**src/rtl/ssp_pkg.sv**
```systemverilog
// ----------------------------------------------------------------------------
// ssp_pkg
// Shared definitions for the stack processor control unit:
//   - opcode constants
//   - datapath selector and ALU encodings
//   - FSM state codes
//   - trap codes
//   - per-opcode stack-effect table
// ----------------------------------------------------------------------------
package ssp_pkg;

   // Opcodes. ADD..DIV share opcode[5:2] so that opcode[1:0] selects the ALU op.
   localparam logic [5:0] OP_PUSH = 6'h01;
   localparam logic [5:0] OP_POP  = 6'h02;
   localparam logic [5:0] OP_DUP  = 6'h03;
   localparam logic [5:0] OP_ADD  = 6'h04;
   localparam logic [5:0] OP_SUB  = 6'h05;
   localparam logic [5:0] OP_MUL  = 6'h06;
   localparam logic [5:0] OP_DIV  = 6'h07;
   localparam logic [5:0] OP_JMP  = 6'h08;
   localparam logic [5:0] OP_JE   = 6'h09;
   localparam logic [5:0] OP_HLT  = 6'h0A;
   // Defined in the ISA but not executed by this unit (they trap).
   localparam logic [5:0] OP_SWAP = 6'h0B;
   localparam logic [5:0] OP_MOV  = 6'h0C;
   localparam logic [5:0] OP_MSR  = 6'h0D;
   localparam logic [5:0] OP_PSR  = 6'h0E;
   localparam logic [5:0] OP_PPC  = 6'h0F;
   localparam logic [5:0] OP_WINT = 6'h10;

   // addr_sel
   localparam logic [1:0] ADDR_SR    = 2'd0;
   localparam logic [1:0] ADDR_SR_M1 = 2'd1;
   localparam logic [1:0] ADDR_PC    = 2'd2;
   localparam logic [1:0] ADDR_R1    = 2'd3;

   // data_sel
   localparam logic [1:0] DATA_SR  = 2'd0;
   localparam logic [1:0] DATA_PC1 = 2'd1;
   localparam logic [1:0] DATA_ALU = 2'd2;
   localparam logic [1:0] DATA_IMM = 2'd3;

   // SR_incc / PC_incc source select
   localparam logic [1:0] SRC_ALU  = 2'd0;
   localparam logic [1:0] SRC_ID   = 2'd1;
   localparam logic [1:0] SRC_SSP  = 2'd2;
   localparam logic [1:0] SRC_ZERO = 2'd3;

   // SR_inc / PC_inc direction
   localparam logic INC_UP   = 1'b0;
   localparam logic INC_DOWN = 1'b1;

   // ALU_func
   localparam logic [2:0] ALU_R1  = 3'd0;
   localparam logic [2:0] ALU_R2  = 3'd1;
   localparam logic [2:0] ALU_ADD = 3'd2;
   localparam logic [2:0] ALU_SUB = 3'd3;
   localparam logic [2:0] ALU_MUL = 3'd4;
   localparam logic [2:0] ALU_DIV = 3'd5;

   // err_code
   localparam logic [1:0] ERR_NONE      = 2'd0;
   localparam logic [1:0] ERR_ILLEGAL   = 2'd1;
   localparam logic [1:0] ERR_OVERFLOW  = 2'd2;
   localparam logic [1:0] ERR_UNDERFLOW = 2'd3;

   // FSM states
   localparam logic [4:0] S_FETCH   = 5'd0;
   localparam logic [4:0] S_CMD_W   = 5'd1;
   localparam logic [4:0] S_DECODE  = 5'd2;
   localparam logic [4:0] S_PUSH_WR = 5'd3;
   localparam logic [4:0] S_SR_DEC  = 5'd4;
   localparam logic [4:0] S_PC_INC1 = 5'd5;
   localparam logic [4:0] S_PC_INC  = 5'd6;
   localparam logic [4:0] S_RD_R1   = 5'd7;
   localparam logic [4:0] S_R1_W    = 5'd8;
   localparam logic [4:0] S_RD_R2   = 5'd9;
   localparam logic [4:0] S_R2_W    = 5'd10;
   localparam logic [4:0] S_SR_INC  = 5'd11;
   localparam logic [4:0] S_DUP_WR  = 5'd12;
   localparam logic [4:0] S_ALU_WR  = 5'd13;
   localparam logic [4:0] S_JMP     = 5'd14;
   localparam logic [4:0] S_HALT    = 5'd15;
   localparam logic [4:0] S_ERROR   = 5'd16;

   // Stack effect: net push = pushes - pops.
   typedef struct packed {
      logic       legal;
      logic [1:0] pops;
      logic [1:0] pushes;
   } op_info_t;

   // Registered control word driven onto the datapath.
   typedef struct packed {
      logic       mem_req;
      logic       memory_w;
      logic       cmd_w;
      logic       r1_w;
      logic       r2_w;
      logic       sr_w;
      logic       pc_w;
      logic       sr_inc;
      logic       pc_inc;
      logic [1:0] sr_incc;
      logic [1:0] pc_incc;
      logic [2:0] alu_func;
      logic [1:0] addr_sel;
      logic [1:0] data_sel;
   } ctrl_t;

   function automatic op_info_t op_info(input logic [5:0] op);
      op_info_t info;
      info = '{legal: 1'b1, pops: 2'd0, pushes: 2'd0};
      case (op)
         OP_PUSH:                        info.pushes = 2'd1;
         OP_POP, OP_JMP, OP_JE:          info.pops   = 2'd1;
         OP_DUP:                         begin info.pops = 2'd1; info.pushes = 2'd2; end
         OP_ADD, OP_SUB, OP_MUL, OP_DIV: begin info.pops = 2'd2; info.pushes = 2'd1; end
         OP_HLT:                         info.legal = 1'b1;
         OP_SWAP, OP_MOV, OP_MSR,
         OP_PSR, OP_PPC, OP_WINT:        info.legal = 1'b0;
         default:                        info.legal = 1'b0;
      endcase
      return info;
   endfunction

   function automatic logic is_alu_op(input logic [5:0] op);
      return op inside {OP_ADD, OP_SUB, OP_MUL, OP_DIV};
   endfunction

endpackage

```
**src/rtl/stack_depth_tracker.sv**
```systemverilog
// ----------------------------------------------------------------------------
// stack_depth_tracker
// Counts live stack entries and flags whether an instruction's stack effect
// would underflow or overflow the stack.
// Ports:
//   clk, rst       clock, async active-high reset
//   push_i, pop_i  +1 / -1 depth this cycle (mutually exclusive)
//   pops_i         entries the candidate instruction consumes
//   pushes_i       entries the candidate instruction produces
//   depth_o        current depth
//   underflow_o    pops_i > depth
//   overflow_o     depth - pops_i + pushes_i > STACK_DEPTH
// ----------------------------------------------------------------------------
module stack_depth_tracker #(
   parameter int STACK_DEPTH = 256,
   parameter int DEPTH_W     = $clog2(STACK_DEPTH) + 1
) (
   input  logic               clk,
   input  logic               rst,
   input  logic               push_i,
   input  logic               pop_i,
   input  logic [1:0]         pops_i,
   input  logic [1:0]         pushes_i,
   output logic [DEPTH_W-1:0] depth_o,
   output logic               underflow_o,
   output logic               overflow_o
);

   logic [DEPTH_W-1:0] depth_q, depth_d;
   // One extra bit so the compare never wraps.
   logic [DEPTH_W:0]   depth_x, after_x;

   // NOTE: every always_comb output gets a default first, so no path leaves it unassigned and no latch is inferred.
   always_comb begin
      depth_d = depth_q;
      if (push_i)     depth_d = depth_q + DEPTH_W'(1);
      else if (pop_i) depth_d = depth_q - DEPTH_W'(1);
   end

   assign depth_x     = {1'b0, depth_q};
   assign after_x     = depth_x + (DEPTH_W+1)'(pushes_i) - (DEPTH_W+1)'(pops_i);
   assign underflow_o = (DEPTH_W+1)'(pops_i) > depth_x;
   // Only meaningful when underflow_o is clear; the caller gives underflow priority.
   assign overflow_o  = after_x > (DEPTH_W+1)'(STACK_DEPTH);

   // NOTE: sequential state uses non-blocking assignments so every register samples pre-edge values.
   always_ff @(posedge clk or posedge rst) begin
      if (rst) depth_q <= '0;
      else     depth_q <= depth_d;
   end

   assign depth_o = depth_q;

endmodule

```
**src/rtl/stack_cu_seq.sv**
```systemverilog
// ----------------------------------------------------------------------------
// stack_cu_seq
// Control unit for the stack processor: sequences fetch / decode / execute
// over a mem_req / mem_ready handshake and drives the datapath selectors and
// register write strobes. Traps on illegal opcodes and stack over/underflow.
// Optional macro STACK_CU_INSN_COUNT_EN: enables the saturating retired
// instruction counter on insn_count (tied to 0 otherwise).
// Ports:
//   clk, rst                        clock, async active-high reset
//   opcode                          fetched opcode (valid after cmd_w)
//   mem_ready, alu_zero             memory completion, datapath zero flag
//   mem_req, memory_w               memory request / write qualifier
//   cmd_w, R1_w, R2_w, SR_w, PC_w   one-cycle register write strobes
//   SR_inc, PC_inc                  0 = increment, 1 = decrement
//   SR_incc, PC_incc                SR/PC source select
//   ALU_func, addr_sel, data_sel    datapath selectors
//   depth, halted, error, err_code  stack depth and sticky status
//   insn_count                      retired instructions
// ----------------------------------------------------------------------------
module stack_cu_seq
   import ssp_pkg::*;
#(
   parameter int ADDR_W      = 16,
   parameter int STACK_DEPTH = 256,
   parameter int DEPTH_W     = $clog2(STACK_DEPTH) + 1
) (
   input  logic               clk,
   input  logic               rst,
   input  logic [5:0]         opcode,
   input  logic               mem_ready,
   input  logic               alu_zero,
   output logic               mem_req,
   output logic               memory_w,
   output logic               cmd_w,
   output logic               R1_w,
   output logic               R2_w,
   output logic               SR_w,
   output logic               PC_w,
   output logic               SR_inc,
   output logic               PC_inc,
   output logic [1:0]         SR_incc,
   output logic [1:0]         PC_incc,
   output logic [2:0]         ALU_func,
   output logic [1:0]         addr_sel,
   output logic [1:0]         data_sel,
   output logic [DEPTH_W-1:0] depth,
   output logic               halted,
   output logic               error,
   output logic [1:0]         err_code,
   output logic [31:0]        insn_count
);

   // The depth counter must fit the address space and hold STACK_DEPTH.
   if ((DEPTH_W > ADDR_W) || (STACK_DEPTH >= (1 << DEPTH_W))) begin : g_cfg_check
      $error("stack_cu_seq: DEPTH_W does not fit STACK_DEPTH / ADDR_W");
   end

   logic [4:0] state_q, state_d;
   logic [5:0] op_q, op_d;
   logic [1:0] err_code_q, err_code_d;
   logic       halted_q, error_q;
   ctrl_t      ctrl_q;
   op_info_t   info;
   logic       underflow, overflow, accept;

   // Control outputs are registered from the next state, so they are glitch
   // free and all zero while rst is high. A MEM state completes only once its
   // request is actually visible, which absorbs the idle cycle after reset.
   function automatic ctrl_t ctrl_for(input logic [4:0] st, input logic [5:0] op);
      ctrl_t c;
      c = '0;
      case (st)
         S_FETCH:   begin c.mem_req = 1'b1; c.addr_sel = ADDR_PC; end
         S_CMD_W:   c.cmd_w = 1'b1;
         S_PUSH_WR: begin
            c.mem_req = 1'b1; c.memory_w = 1'b1;
            c.addr_sel = ADDR_SR_M1; c.data_sel = DATA_IMM;
         end
         S_SR_DEC:  begin c.sr_w = 1'b1; c.sr_incc = SRC_ID; c.sr_inc = INC_DOWN; end
         S_SR_INC:  begin c.sr_w = 1'b1; c.sr_incc = SRC_ID; c.sr_inc = INC_UP; end
         S_PC_INC1,
         S_PC_INC:  begin c.pc_w = 1'b1; c.pc_incc = SRC_ID; c.pc_inc = INC_UP; end
         S_RD_R1,
         S_RD_R2:   begin c.mem_req = 1'b1; c.addr_sel = ADDR_SR; end
         S_R1_W:    c.r1_w = 1'b1;
         S_R2_W:    c.r2_w = 1'b1;
         S_DUP_WR:  begin
            c.mem_req = 1'b1; c.memory_w = 1'b1;
            c.addr_sel = ADDR_SR_M1; c.data_sel = DATA_ALU; c.alu_func = ALU_R1;
         end
         S_ALU_WR:  begin
            c.mem_req = 1'b1; c.memory_w = 1'b1;
            c.addr_sel = ADDR_SR; c.data_sel = DATA_ALU;
            c.alu_func = ALU_ADD + {1'b0, op[1:0]};
         end
         S_JMP:     begin c.pc_w = 1'b1; c.pc_incc = SRC_ALU; c.alu_func = ALU_R1; end
         default:   c = '0;
      endcase
      return c;
   endfunction

   assign info   = op_info(opcode);
   assign accept = ctrl_q.mem_req & mem_ready;

   stack_depth_tracker #(
      .STACK_DEPTH (STACK_DEPTH),
      .DEPTH_W     (DEPTH_W)
   ) u_depth (
      .clk         (clk),
      .rst         (rst),
      .push_i      (state_d == S_SR_DEC),
      .pop_i       (state_d == S_SR_INC),
      .pops_i      (info.pops),
      .pushes_i    (info.pushes),
      .depth_o     (depth),
      .underflow_o (underflow),
      .overflow_o  (overflow)
   );

   always_comb begin
      state_d    = state_q;
      op_d       = op_q;
      err_code_d = err_code_q;
      case (state_q)
         S_FETCH:   if (accept) state_d = S_CMD_W;
         S_CMD_W:   state_d = S_DECODE;
         S_DECODE:  begin
            op_d = opcode;
            if (!info.legal)   begin state_d = S_ERROR; err_code_d = ERR_ILLEGAL;   end
            else if (underflow) begin state_d = S_ERROR; err_code_d = ERR_UNDERFLOW; end
            else if (overflow)  begin state_d = S_ERROR; err_code_d = ERR_OVERFLOW;  end
            else if (opcode == OP_HLT)  state_d = S_HALT;
            else if (opcode == OP_PUSH) state_d = S_PUSH_WR;
            else if (is_alu_op(opcode)) state_d = S_RD_R2;
            else                        state_d = S_RD_R1;
         end
         S_PUSH_WR: if (accept) state_d = S_SR_DEC;
         // PUSH takes a second PC step to skip its immediate word.
         S_SR_DEC:  state_d = (op_q == OP_PUSH) ? S_PC_INC1 : S_PC_INC;
         S_PC_INC1: state_d = S_PC_INC;
         S_PC_INC:  state_d = S_FETCH;
         S_RD_R2:   if (accept) state_d = S_R2_W;
         S_R2_W:    state_d = S_SR_INC;
         S_SR_INC:  begin
            if (is_alu_op(op_q))    state_d = S_RD_R1;
            else if (op_q == OP_JMP) state_d = S_JMP;
            else if (op_q == OP_JE)  state_d = alu_zero ? S_JMP : S_PC_INC;
            else                     state_d = S_PC_INC;
         end
         S_RD_R1:   if (accept) state_d = S_R1_W;
         S_R1_W:    begin
            if (is_alu_op(op_q))     state_d = S_ALU_WR;
            else if (op_q == OP_DUP) state_d = S_DUP_WR;
            else                     state_d = S_SR_INC;
         end
         S_DUP_WR:  if (accept) state_d = S_SR_DEC;
         S_ALU_WR:  if (accept) state_d = S_PC_INC;
         S_JMP:     state_d = S_FETCH;
         S_HALT:    state_d = S_HALT;
         S_ERROR:   state_d = S_ERROR;
         default:   state_d = S_FETCH;
      endcase
   end

   always_ff @(posedge clk or posedge rst) begin
      if (rst) begin
         state_q    <= S_FETCH;
         op_q       <= '0;
         ctrl_q     <= '0;
         halted_q   <= 1'b0;
         error_q    <= 1'b0;
         err_code_q <= ERR_NONE;
      end else begin
         state_q    <= state_d;
         op_q       <= op_d;
         ctrl_q     <= ctrl_for(state_d, op_d);
         halted_q   <= halted_q | (state_d == S_HALT);
         error_q    <= error_q | (state_d == S_ERROR);
         err_code_q <= err_code_d;
      end
   end

   assign mem_req  = ctrl_q.mem_req;
   assign memory_w = ctrl_q.memory_w;
   assign cmd_w    = ctrl_q.cmd_w;
   assign R1_w     = ctrl_q.r1_w;
   assign R2_w     = ctrl_q.r2_w;
   assign SR_w     = ctrl_q.sr_w;
   assign PC_w     = ctrl_q.pc_w;
   assign SR_inc   = ctrl_q.sr_inc;
   assign PC_inc   = ctrl_q.pc_inc;
   assign SR_incc  = ctrl_q.sr_incc;
   assign PC_incc  = ctrl_q.pc_incc;
   assign ALU_func = ctrl_q.alu_func;
   assign addr_sel = ctrl_q.addr_sel;
   assign data_sel = ctrl_q.data_sel;
   assign halted   = halted_q;
   assign error    = error_q;
   assign err_code = err_code_q;

`ifdef STACK_CU_INSN_COUNT_EN
   logic [31:0] insn_count_q;
   logic        retire;

   // An instruction retires on its last step back to FETCH.
   assign retire = ((state_q == S_PC_INC) || (state_q == S_JMP)) && (state_d == S_FETCH);

   always_ff @(posedge clk or posedge rst) begin
      if (rst)                               insn_count_q <= '0;
      else if (retire && (insn_count_q != '1)) insn_count_q <= insn_count_q + 32'd1;
   end

   assign insn_count = insn_count_q;
`else
   assign insn_count = '0;
`endif

endmodule

```
**config.mk**
```make
export PLATFORM = sky130hd
export DESIGN_NAME = stack_cu_seq
export DESIGN_NICKNAME = d
export VERILOG_FILES = /design/src/rtl/ssp_pkg.sv /design/src/rtl/stack_depth_tracker.sv /design/src/rtl/stack_cu_seq.sv
export SDC_FILE = /design/constraint.sdc
export NUM_CORES = 1
export LEC_CHECK = 0
export ABC_AREA = 1
export ABC_CLOCK_PERIOD_IN_PS = 4100
export CAP_MARGIN = 10
export CORE_MARGIN = 1
export CORE_UTILIZATION = 33
export DETAILED_ROUTE_END_ITERATION = 6
export DONT_BUFFER_PORTS = 1
export PLACE_DENSITY_LB_ADDON = 0.2
export SYNTH_ARGS = -nofsm -noshare
export SYNTH_HDL_FRONTEND = slang
export SYNTH_SLANG_ARGS = --single-unit
```
**constraint.sdc**
```tcl
create_clock -name clk -period 4.1 [get_ports clk]
set_input_delay 1.025 -clock clk [delete_from_list [all_inputs] [get_ports clk]]
set_output_delay 1.025 -clock clk [all_outputs]
set_load 0.02 [all_outputs]
```
==> results.sh <==
export IMPL_yosysSeqAreaShare_pct=30.7
export IMPL_finalWeightedCongestion=0.856
export IMPL_totalWireLength_microns=7520
export IMPL_detail_route_antenna_nets=0
export IMPL_critical_path_arrival_ns=4.89
export IMPL_power_density_nw_per_um2=818
export IMPL_clock_root_buffer="clkbuf_8"
export IMPL_post_synthesis_register_bit_count=39
export IMPL_total_power_uw=3220
export IMPL_final_cell_count_no_fill=624
export IMPL_dp_hpwl_microns=6110
export IMPL_firstDrtPassIters=4
export IMPL_routed_via_density=4.41
export IMPL_share_of_yosys_cell_area_claimed_by_the_top_area_cell_type_pct=30.7
export IMPL_rows=35
export IMPL_synth_adder_area_share_pct=11.7
export IMPL_p_leak_uw=0.00205
export IMPL_setup_viol=7
export IMPL_max_clock_path_buffers=2
export IMPL_cpMaxStageDelayCell="fa_2"
export IMPL_tightest_slew_ns=0.824
export IMPL_clk_pin_slew_worst_paths_ns=0.09
export IMPL_syn_area_sq_um=3180
export IMPL_period_minus_slack_ns=4.70
export IMPL_use_met2_pct=27.6
export IMPL_synth_simple_gate_area_share_pct=28.4
export IMPL_clk_insertion_delay_late_ns=0.29
export IMPL_yosysWarnings=0
export IMPL_fmax_mhz=213
export IMPL_final_net_count=532
export IMPL_antenna_diode_count=0
export IMPL_numCtsBuffers=5
export IMPL_gr_total_overflow=0
export IMPL_globalRouteMet3Util_pct=3.76
export IMPL_syn_area_per_cell_sq_um=7.37
export IMPL_run_status="finished with violations"
export IMPL_final_seq_area_sq_um=976
export IMPL_grt_total_usage_pct=16.1
export IMPL_grt_start_max_net_pins=21
export IMPL_ys_top_cells_by_area="dfrtp_1, nand2_1, ha_1"
export IMPL_worst_setup_path_type="input port to flop"
export IMPL_die_area_sq_um=10000
export IMPL_synth_compound_area_share_pct=9.32
export IMPL_clock_sink_count=39
export IMPL_grt_busiest_layer="met2"
export IMPL_route_detailed_wl_per_inst_microns=12.0
export IMPL_fin_skew_ns=0.00969
export IMPL_worstSetupEndpointType="flop"
export IMPL_grt_pass1_wl_microns=12900
export IMPL_failed_checks="negative setup slack"
export IMPL_timing_max_cap_violations=0
export IMPL_num_fill_cells=973
export IMPL_cts_htree_levels=2
export IMPL_dr_first_iter_drc_count=83
export IMPL_layout_area_overhead_vs_synth_pct=23.8
export IMPL_hold_path_class="flop to flop"
export IMPL_multi_input_comb_area_sq_um=1960
export IMPL_number_of_antenna_violations_at_the_first_check_in_global_routing=0
export IMPL_max_vdd_ir_drop_mv=0.500
export IMPL_min_period_over_period_pct=115
export IMPL_crit_path_max_incr_delay_ns=0.39
export IMPL_place_port_buffers=0
export IMPL_path_max_fanout=5
export IMPL_post_synth_xor_area_fraction_pct=1.93
export IMPL_initial_utilization_pct=34.3
export IMPL_placed_cells=601
export IMPL_worst_setup_path_start_kind="input port"
export IMPL_horizontal_extent_of_the_die_microns=100
export IMPL_via_count=2752
export IMPL_design_portCount=75
export IMPL_cell_variety_after_synth=41
export IMPL_grt_setup_unrepaired="yes"
export IMPL_dominant_combinational_cell_family_by_area_after_synthesis="simple AND/OR/NAND/NOR gates"
export IMPL_detail_route_drc_violations=0
export IMPL_grt_pass1_vias=2742
export IMPL_synth_area_mux_share_pct=0.354
export IMPL_met1_usage_pct=20.3
export IMPL_core_area_sq_um=9280
export IMPL_timing_hold_violations_final=0
export IMPL_die_height_microns=100
export IMPL_timing_final_max_slew_violations=0
export IMPL_post_cts_hold_buffer_count=0
export IMPL_critPathRequiredTime_ns=4.29
export IMPL_drive_above_1_share_pct=28.5
export IMPL_post_synth_top_area_cell="dfrtp_1"
export IMPL_finalWorstSetupSlack_ns=-0.599
export IMPL_maxSlewHeadroom_pct=45.0
export IMPL_cts_tree="yes"
export IMPL_cell_count_after_synthesis=432
[through the flow]
stage | util, % | setup TNS, ns | hold slack [ns] | worst slack, ns | area [sq um]
floorplan | - | -3.55 | 0.454 | -0.818 | 3370
global placement | 38.5 | -5.03 | 0.474 | -1.05 | 3580
detailed placement | 38.5 | -5.41 | 0.474 | -1.13 | 3580
CTS | 41.1 | -1.99 | 0.495 | -0.521 | 3810
global route | 42.4 | -4.62 | 0.554 | -0.899 | 3940
finish | 42.4 | -2.56 | 0.487 | -0.599 | 3940
[area by class of cell]
class,count,share of cell area [%]
Timing Repair Buffer,61,11.9
Inverter,68,6.48
Tap cell,129,4.10
Clock inverter,3,1.11
Sequential cell,39,24.8
Multi-Input combinational cell,319,49.9
Clock buffer,5,1.75
[cell usage after synthesis (all sizes together)]
cell type and number:
or2 2, nand2 104, clkinv 2, a22oi 1
nand3b 2, o21ai 23, mux2 1, conb 1
a21o 2, o22ai 1, a211oi 2, o211ai 1
dfrtp 39, a31oi 1, inv 66, xor2 6
and2 2, o21bai 2, o2111ai 1, o221ai 2
fa 3, nor3 10, nor2 44, a21oi 15
ha 25, nand3 25, buf 40, xnor2 1
nand4 8
[path summary, 6_finish.rpt]
kind / from / slack, ns / to / cells after the start
min in group asynchronous: rst / 0.77 / u_depth.depth_o[6] / 1
min reg2reg: op_q[5] / 0.49 / op_q[5] / 2
max: opcode[2] / -0.60 / u_depth.depth_o[8] / 34
max in group asynchronous: rst / 2.55 / ALU_func[1] / 2
min: op_q[5] / 0.49 / op_q[5] / 2
max reg2reg: u_depth.depth_o[1] / 0.04 / u_depth.depth_o[8] / 30
[timing repair]
action / 4_1_cts / 5_1_grt
setup buffers: 7 / 8
endpoints found under the setup margin: 8 / 9
pin swaps: 15 / 20
cloned: 0 / 0
resized for setup: 17 / 12
[logic make-up (layout without fill, tap and decap cells)]
| logic type | after synthesis | after routing |
|---|---|---|
| AND/OR/NAND/NOR | 197 | 197 |
| multiplexers | 1 | 1 |
| XOR/XNOR | 7 | 7 |
| adder cells (fa/ha/maj) | 28 | 28 |
| buffers and inverters | 108 | 137 |
| flip-flops | 39 | 39 |
| AO/OA/AOI/OAI | 51 | 51 |
| other | 1 | 35 |
[report_power, final]
part           internal (uW)  total [uW]  switching, uW  leakage, uW
sequential               511         670            160     0.000491
combinational            961        2220           1260      0.00150
clock                    182         333            151    0.0000581
total                   1650        3220           1570      0.00205
[critical path: cells and delay by family]
kind | cells | cell delay, ns
adders and majority gates | 4 | 1.03
and+or+nand+nor | 17 | 1.53
AOI/OAI and AO/OA | 7 | 0.90
buffers and inverters | 6 | 0.40
[registers in the layout (all words and copies together) (netlist names), 2 cells and up]
register,cells
ALU_func,3
u_depth.depth_o,9
addr_sel,2
op_q,6
data_sel,2
state_q,5
err_code,2
[placed cells by master, fill, tap and decap left out, types with 2 or more instances in the layout]
cell,n
nand2_1,89
buf_4,58
inv_1,51
dfrtp_1,39
conb_1,35
nor2_1,32
nand3_1,20
ha_1,19
inv_2,15
nand2_2,13
o21ai_1,11
nor3_1,9
o21ai_0,9
nor2_2,8
a21oi_1,8
nand4_1,8
a21oi_2,7
ha_4,6
nand3_2,5
xor2_1,5
clkbuf_8,5
nor2_4,4
o21ai_2,3
fa_2,3
buf_6,3
nand3b_1,2
o221ai_1,2
and2_1,2
o21bai_1,2
clkinv_1,2
a211oi_1,2
or2_2,2
a21o_1,2
[per-layer routing]
| layer | wire (microns) | up-vias | part of all wire, % |
|---|---|---|---|
| met5 | 0 | - | 0 |
| met4 | 144 | 0 | 1.9 |
| met3 | 295 | 9 | 3.9 |
| met2 | 3670 | 50 | 49 |
| met1 | 3400 | 1268 | 45 |
| li1 | - | 1425 | - |
No activity file was read; power rests on OpenSTA's default activity.
